$ cat src/rtl/ccff_readback_capture.sv
// Config-chain readback: deserialises ccff_tail on prog_clk rising edges into words,
// queues them in an FWFT FIFO, and tracks the captured bit count and CRC-16/CCITT-FALSE.
module ccff_readback_capture #(
    parameter int WORD_W = 32,
    parameter int DEPTH  = 8,
    parameter int CNT_W  = 20
) (
    input  logic              clk,
    input  logic              rst,
    input  logic              start,
    input  logic [CNT_W-1:0]  expected_bits,
    input  logic              prog_clk,
    input  logic              ccff_tail,
    input  logic              rd_en,
    output logic [WORD_W-1:0] rd_data,
    output logic              rd_valid,
    output logic              busy,
    output logic              done,
    output logic              overflow,
    output logic [CNT_W-1:0]  bit_count,
    output logic [15:0]       crc
);
    localparam int AW  = $clog2(DEPTH);
    localparam int WCW = $clog2(WORD_W);

    typedef enum logic [1:0] {S_IDLE, S_CAPTURE, S_DONE} state_t;

    state_t            r_state, w_state_nxt;
    logic              r_prog_q;
    logic [WORD_W-2:0] r_shift;
    logic [WCW-1:0]    r_wcnt;
    logic [CNT_W-1:0]  r_expected, r_bit_count;
    logic [15:0]       r_crc;
    logic              r_overflow;
    logic [WORD_W-1:0] r_mem [DEPTH];
    logic [AW-1:0]     r_wr_ptr, r_rd_ptr;
    logic [AW:0]       r_count;

    logic              w_strobe, w_last, w_word_full, w_push, w_pop, w_full, w_wr, w_arm, w_fb;
    logic [WORD_W-1:0] w_shift_nxt, w_push_dat;
    logic [WCW-1:0]    w_pad;
    logic [CNT_W-1:0]  w_cnt_inc;
    logic [15:0]       w_crc_nxt;

    assign w_strobe    = prog_clk & ~r_prog_q & (r_state == S_CAPTURE);
    assign w_shift_nxt = {r_shift, ccff_tail};
    assign w_cnt_inc   = r_bit_count + CNT_W'(1);
    assign w_last      = w_strobe & (w_cnt_inc == r_expected);
    assign w_word_full = w_strobe & (r_wcnt == WCW'(WORD_W - 1));
    assign w_push      = w_word_full | w_last;

    // A partial final word is left-justified; a full word needs zero padding.
    assign w_pad       = WCW'(WORD_W - 1) - r_wcnt;
    assign w_push_dat  = w_shift_nxt << w_pad;

    assign w_fb        = r_crc[15] ^ ccff_tail;
    assign w_crc_nxt   = {r_crc[14:0], 1'b0} ^ (w_fb ? 16'h1021 : 16'h0000);

    assign w_full      = (r_count == (AW+1)'(DEPTH));
    assign w_pop       = rd_en & (r_count != '0);
    assign w_wr        = w_push & (~w_full | w_pop);

    always_comb begin
        w_state_nxt = r_state;
        w_arm       = 1'b0;
        case (r_state)
            S_IDLE: begin
                if (start) begin
                    w_arm       = 1'b1;
                    w_state_nxt = (expected_bits != '0) ? S_CAPTURE : S_DONE;
                end
            end
            S_CAPTURE: if (w_last) w_state_nxt = S_DONE;
            S_DONE:    w_state_nxt = S_IDLE;
            default:   w_state_nxt = S_IDLE;
        endcase
    end

    always_ff @(posedge clk) begin
        if (rst) begin
            r_state     <= S_IDLE;
            r_prog_q    <= 1'b0;
            r_shift     <= '0;
            r_wcnt      <= '0;
            r_expected  <= '0;
            r_bit_count <= '0;
            r_crc       <= 16'hFFFF;
            r_overflow  <= 1'b0;
            r_wr_ptr    <= '0;
            r_rd_ptr    <= '0;
            r_count     <= '0;
        end else begin
            r_state  <= w_state_nxt;
            r_prog_q <= prog_clk;
            if (w_arm) begin
                r_expected  <= expected_bits;
                r_bit_count <= '0;
                r_shift     <= '0;
                r_wcnt      <= '0;
                r_crc       <= 16'hFFFF;
                r_overflow  <= 1'b0;
            end else if (w_strobe) begin
                r_shift     <= w_shift_nxt[WORD_W-2:0];
                r_bit_count <= w_cnt_inc;
                r_crc       <= w_crc_nxt;
                r_wcnt      <= w_push ? '0 : r_wcnt + WCW'(1);
            end
            if (w_push & w_full & ~w_pop)
                r_overflow <= 1'b1;
            if (w_wr)
                r_wr_ptr <= r_wr_ptr + AW'(1);
            if (w_pop)
                r_rd_ptr <= r_rd_ptr + AW'(1);
            if (w_wr & ~w_pop)
                r_count <= r_count + (AW+1)'(1);
            else if (w_pop & ~w_wr)
                r_count <= r_count - (AW+1)'(1);
        end
    end

    always_ff @(posedge clk) begin
        if (!rst && w_wr)
            r_mem[r_wr_ptr] <= w_push_dat;
    end

    assign rd_valid  = (r_count != '0);
    assign rd_data   = rd_valid ? r_mem[r_rd_ptr] : '0;
    assign busy      = (r_state == S_CAPTURE);
    assign done      = (r_state == S_DONE);
    assign overflow  = r_overflow;
    assign bit_count = r_bit_count;
    assign crc       = r_crc;
endmodule

$ cat config.mk
export PLATFORM = sky130hd
export DESIGN_NAME = ccff_readback_capture
export DESIGN_NICKNAME = d
export VERILOG_FILES = /design/src/rtl/ccff_readback_capture.sv
export SDC_FILE = /design/constraint.sdc
export NUM_CORES = 1
export LEC_CHECK = 0
export CAP_MARGIN = 10
export CORE_AREA = 2 2 168 170
export CTS_BUF_LIST = sky130_fd_sc_hd__clkbuf_8 sky130_fd_sc_hd__clkbuf_16
export CTS_CLUSTER_SIZE = 10
export DETAILED_ROUTE_END_ITERATION = 10
export DIE_AREA = 0 0 170 172
export MAX_ROUTING_LAYER = met4
export PLACE_DENSITY = 0.8
export SLEW_MARGIN = 20
export SYNTH_ARGS = -nofsm -noshare
export SYNTH_HDL_FRONTEND = slang
export SYNTH_SLANG_ARGS = --single-unit
$ cat constraint.sdc
create_clock -name clk -period 10.5 [get_ports clk]
set_clock_uncertainty 0.2 [all_clocks]
set_input_delay 2.1 -clock clk [delete_from_list [all_inputs] [get_ports clk]]
set_output_delay 2.1 -clock clk [all_outputs]
set_load 0.02 [all_outputs]
* Yosys cells after proc, flatten, opt, wreduce, memory -nomap -nowiden
Memories as Yosys holds them, arrays and structs flattened. A register that Yosys moved wholly into a read port is not among the register bits.
Cells that the tools add are included.
** Cells by class
- Add/subtract/negate cells :: 7
- Equal/unequal tests :: 7
- Shifts and indexed selects :: 1
- Mux-type cells :: 17
- Bitwise gates (word level) :: 18
- Reductions and logical operators :: 9
** Operators by type and width (number)
- $mux W32 :: 1
- $shl A32 B5 Y32 :: 1
- $add A20 B1 Y20 const B :: 1
- $eq A20 B20 Y1 :: 1
- $reduce_bool A20 Y1 :: 1
- $xor A16 B13 Y16 :: 1
- $mux W13 :: 1
- $and A1 B1 Y1 :: 10
- $mux W4 :: 2
- $add A3 B1 Y3 const B :: 2
- $mux W1 :: 6
- $mux W2 :: 3
- $mux W3 :: 2
- $add A5 B1 Y5 const B :: 1
- $eq A5 B5 Y1 const B :: 1
- $mux W5 :: 1
- $sub A5 B5 Y5 const A :: 1
- $add A4 B1 Y4 const B :: 1
- $eq A4 B4 Y1 const B :: 1
- $not A1 Y1 :: 4
- $pmux W2 S2 :: 1
- $reduce_bool A2 Y1 :: 2
- $reduce_bool A4 Y1 :: 1
- $sub A4 B1 Y4 const B :: 1
- 11 further kinds :: 12
** Word-level totals
- Bits in registers :: 106
- RAM bits :: 256
- Output and inout port bits :: 72
- Word-level logic and storage cells :: 71
- Memories kept :: 1
** Memories
- r_mem :: depth 8, bits a word 32, rd ports 1, clocked after Yosys merged registers in 1, write ports 1, RTL line 35 : logic [WORD_W-1:0] r_mem [DEPTH];

* Logic depth before layout (Yosys ltp)
- Depth after elaboration :: 10
- Mapped depth :: 18
- Depth with buffers taken out :: 16

* Least setup slack after synthesis
No wires, ideal clock.
- Path type :: input port to flip-flop
- From :: input prog_clk
- To :: memory r_mem[0][0] (enable)
- Arrival :: 5.796 ns
- Setup slack :: 4.042 ns
- Stages on the path :: 7
- Path buffers :: 1
- Cell sequence :: and3b_1 > nand4_1 > a2111o_1 > or4_4 > o21a_1 > buf_6 > nor3_1
** Between the ends
- Longest elaborated chain between the ends :: 8
- Elaborated cells on any way between the ends :: 9
- Classes of those cells :: mux (2); bitwise (6); reduce/logical (1)
** RTL lines
- from (decl) :: RTL line 12 : input logic prog_clk,
- $and A1 B1 Y1 (*) (2 in series) :: RTL line 45 : assign w_strobe = prog_clk & ~r_prog_q & (r_state == S_CAPTURE);
- $and A1 B1 Y1, on equally long branches :: RTL line 49, 48
- $or A1 B1 Y1 (*) :: RTL line 50 : assign w_push = w_word_full | w_last;
- $and A1 B1 Y1 (*) :: RTL line 61 : assign w_wr = w_push & (~w_full | w_pop);
- $logic_and A1 B1 Y1 (*) :: RTL line 122 : if (!rst && w_wr)
- $mux W1 (*) :: RTL line 122
- $mux W1 (not written as such) (*) :: RTL line 123 : r_mem[r_wr_ptr] <= w_push_dat;
- to (decl) :: RTL line 35
Every way passes the cells marked *; elsewhere a longest branch is shown, timed or not.

==> flow_summary.ini <==
[run_status]
outcome = finished clean

[yosys]
synth_xor_area_share_pct = 2.80
syn_area_um2 = 16300
synth_compound_area_share_pct = 5.69
synth.distinct_cells = 57
synth_top_area_cell = edfxtp_1
synth_simple_gate_area_share_pct = 12.1
synth_top_area_share_pct = 47.3
syn_avg_cell_area_um2 = 12.8
ys_seq_area_share_pct = 60.7
synthesis.instances = 1269
synthMuxAreaShare_pct = 15.2
synth_fa_ha_area_share_pct = 0.739
syn-num-nets = 1304
synth_top_family_by_area = multiplexers
ys_seq_elements = 365
synth_ff_type = edfxtp_1
yosys-top-cells-area = edfxtp_1 (47%), dfxtp_1 (13%), mux4_2 (11%)
yosysWarnings = 0
synth-edff-count = 256
async_flop_share_pct = 0

[drt]
drtIter0Drc = 950
wl_per_cell_um = 20.4
first_pass_iters = 5
drc_errors = 0
num_vias = 10396
drt-met1-wl_mm = 14.3
routed-wl-met2_mm = 17.3
route.top_layer_used = met4
avgViaCountPerCell = 6.10
ant_nets = 0
wl_met3_mm = 2.31
wirelength_mm = 34.8

[clock_network]
clock-sinks = 365
cts_tree = built
clkTransAtPathRegs_ps = 50
cts_root_buf = clkbuf_16
htree_num_levels = 2
cts_resized = 0
post-cts-setup-buffers = 0
cts_hold_buf = 0
clk_latency_ps = 530
cts_buffers = 42
clockBufferDepth = 3

[die]
dieHeight_um = 172
coreArea_um2 = 27500
die-area_um2 = 29200
num_rows = 61
die_w_um = 170
io_pins = 98
start_util_pct = 59.2

[critical_path]
critPathRequiredTime_ps = 8200
cp.arrival_ps = 3470
cp_max_fo = 47
reg2reg_depth = 15
critical_path_class = reg -> out
cp-start-kind = register
end_kind = output pin

[global_routing]
grt_max_degree = 65
first_global_vias = 10033
antenna_found_initial = 0
overflow = 0
grt_pass1_wl_mm = 55.1
track_usage_pct = 25.1

[placement]
port-buffer-count = 97
dp_slack_ps = 4410
dp.final_hpwl_mm = 21.2
dp.cells = 1642
place_congestion = 0.893

[timing]
tightest_slew_ps = 1080
slew_headroom_pct = 28.1
max_freq_mhz = 173
timing.hold.ws_ps = 267
rsz0062_at_grt = no
hold_violations = 0
final.setup.tns_ps = 0
min_period_ps = 5770
setup_viol = 0
slew_violations = 0
min_period_over_period_pct = 54.9
setup_ws_ps = 4730

[finish]
register_area_um2 = 9880
area_growth_pct = 14.7
fillCellCount = 1911
final_util_pct = 67.9
drive_above_1_share_pct = 13.3
mostFrequentLayoutCell = edfxtp_1
final_cell_mix = edfxtp_1 (256), nand2_1 (206), dfxtp_1 (105)
layout.nets = 1375
multi_input_area_um2 = 6000
n_antenna_cell = 0
final_cells = 1705

[worst_hold_path]
hp-class = reg -> reg
min_path_cells = 2

[power]
powerDensity_nw_per_um2 = 196
leakagePower_nw = 6.07
ir_drop_uv = 105

[flow_run]
cap_violations = 0
-- worst max-delay path: stages (launching register included) --
cell,delay [ps]
dfxtp_4,580
buf_4,800
mux4_2,640
mux2i_1,280
nor2_1,80
clkdlybuf4s50_1,540
-- registers in the layout (all words and copies together) (netlist names), named ones only --
register,count
r_prog_q,1
overflow,1
r_mem,256
bit_count,20
crc,16
r_shift,31
r_count,4
r_wcnt,5
r_state,2
r_rd_ptr,3
r_wr_ptr,3
r_expected,20
-- cells by family after synthesis --
kind of cell | count (synthesis)
xor gates and xnor gates | 52
AOI/OAI and AO/OA | 156
buffers and inverters | 102
DFF | 365
and+or+nand+nor | 440
adders and majority gates | 9
muxes | 145
-- cells in the mapped netlist, types with 3 or more instances --
cell type,n
mux4_2,80
xnor2_1,28
o32ai_1,4
buf_1,12
ha_1,8
nand2_1,206
buf_4,14
and2_1,5
mux2i_1,55
a22oi_1,3
o211ai_1,9
nor2_1,95
o22ai_1,4
o21ai_0,30
nand4_1,15
a21o_1,5
clkbuf_1,61
nor2b_1,11
edfxtp_1,256
nand3b_1,5
nor3_1,22
a211oi_1,7
mux2_2,9
nor4_1,9
a21oi_1,76
nand3_1,39
a211o_1,3
xor2_1,24
nand2b_1,5
and3_1,9
dfxtp_1,109
inv_1,9
o21a_1,4
or3_1,8
-- per-stage QoR --
stage,power (mW),cell area (um2)
finish,3.66,18700
detailed placement,2.45,17500
global route,3.81,18700
CTS,3.70,18700
floorplan,2.13,16300
global placement,2.43,17500
-- final timing paths --
path	startpoint	end	slack (ps)
max	register	rd_data[22]	4730
min	r_shift[30]	r_shift[30]	270
max reg2reg	bit_count[2]	r_count[3]	5630
min reg2reg	r_shift[30]	r_shift[30]	270
-- area by class of cell --
type / count / share of cell area (%)
well taps: 346 / 2.32
multi-input cells: 802 / 32.1
clock inverters: 20 / 0.543
flip-flops and latches: 365 / 52.9
clock buffers: 43 / 5.77
repair buffers: 117 / 6.01
inverters: 12 / 0.268
-- report_power, final --
part	leakage, nW	switching [mW]	internal (mW)	total (mW)
Clock	0.638	0.525	0.729	1.25
Combinational	2.26	0.426	0.401	0.827
Sequential	3.17	0.0358	1.54	1.58
-- metal layers --
layer / vias up / global-route usage (%)
li1: 4819 / -
met4: 0 / 7.32
met2: 402 / 41.5
met5: - / -
met3: 71 / 4.10
met1: 5104 / 32.6
No activity file was read; power rests on OpenSTA's default activity.
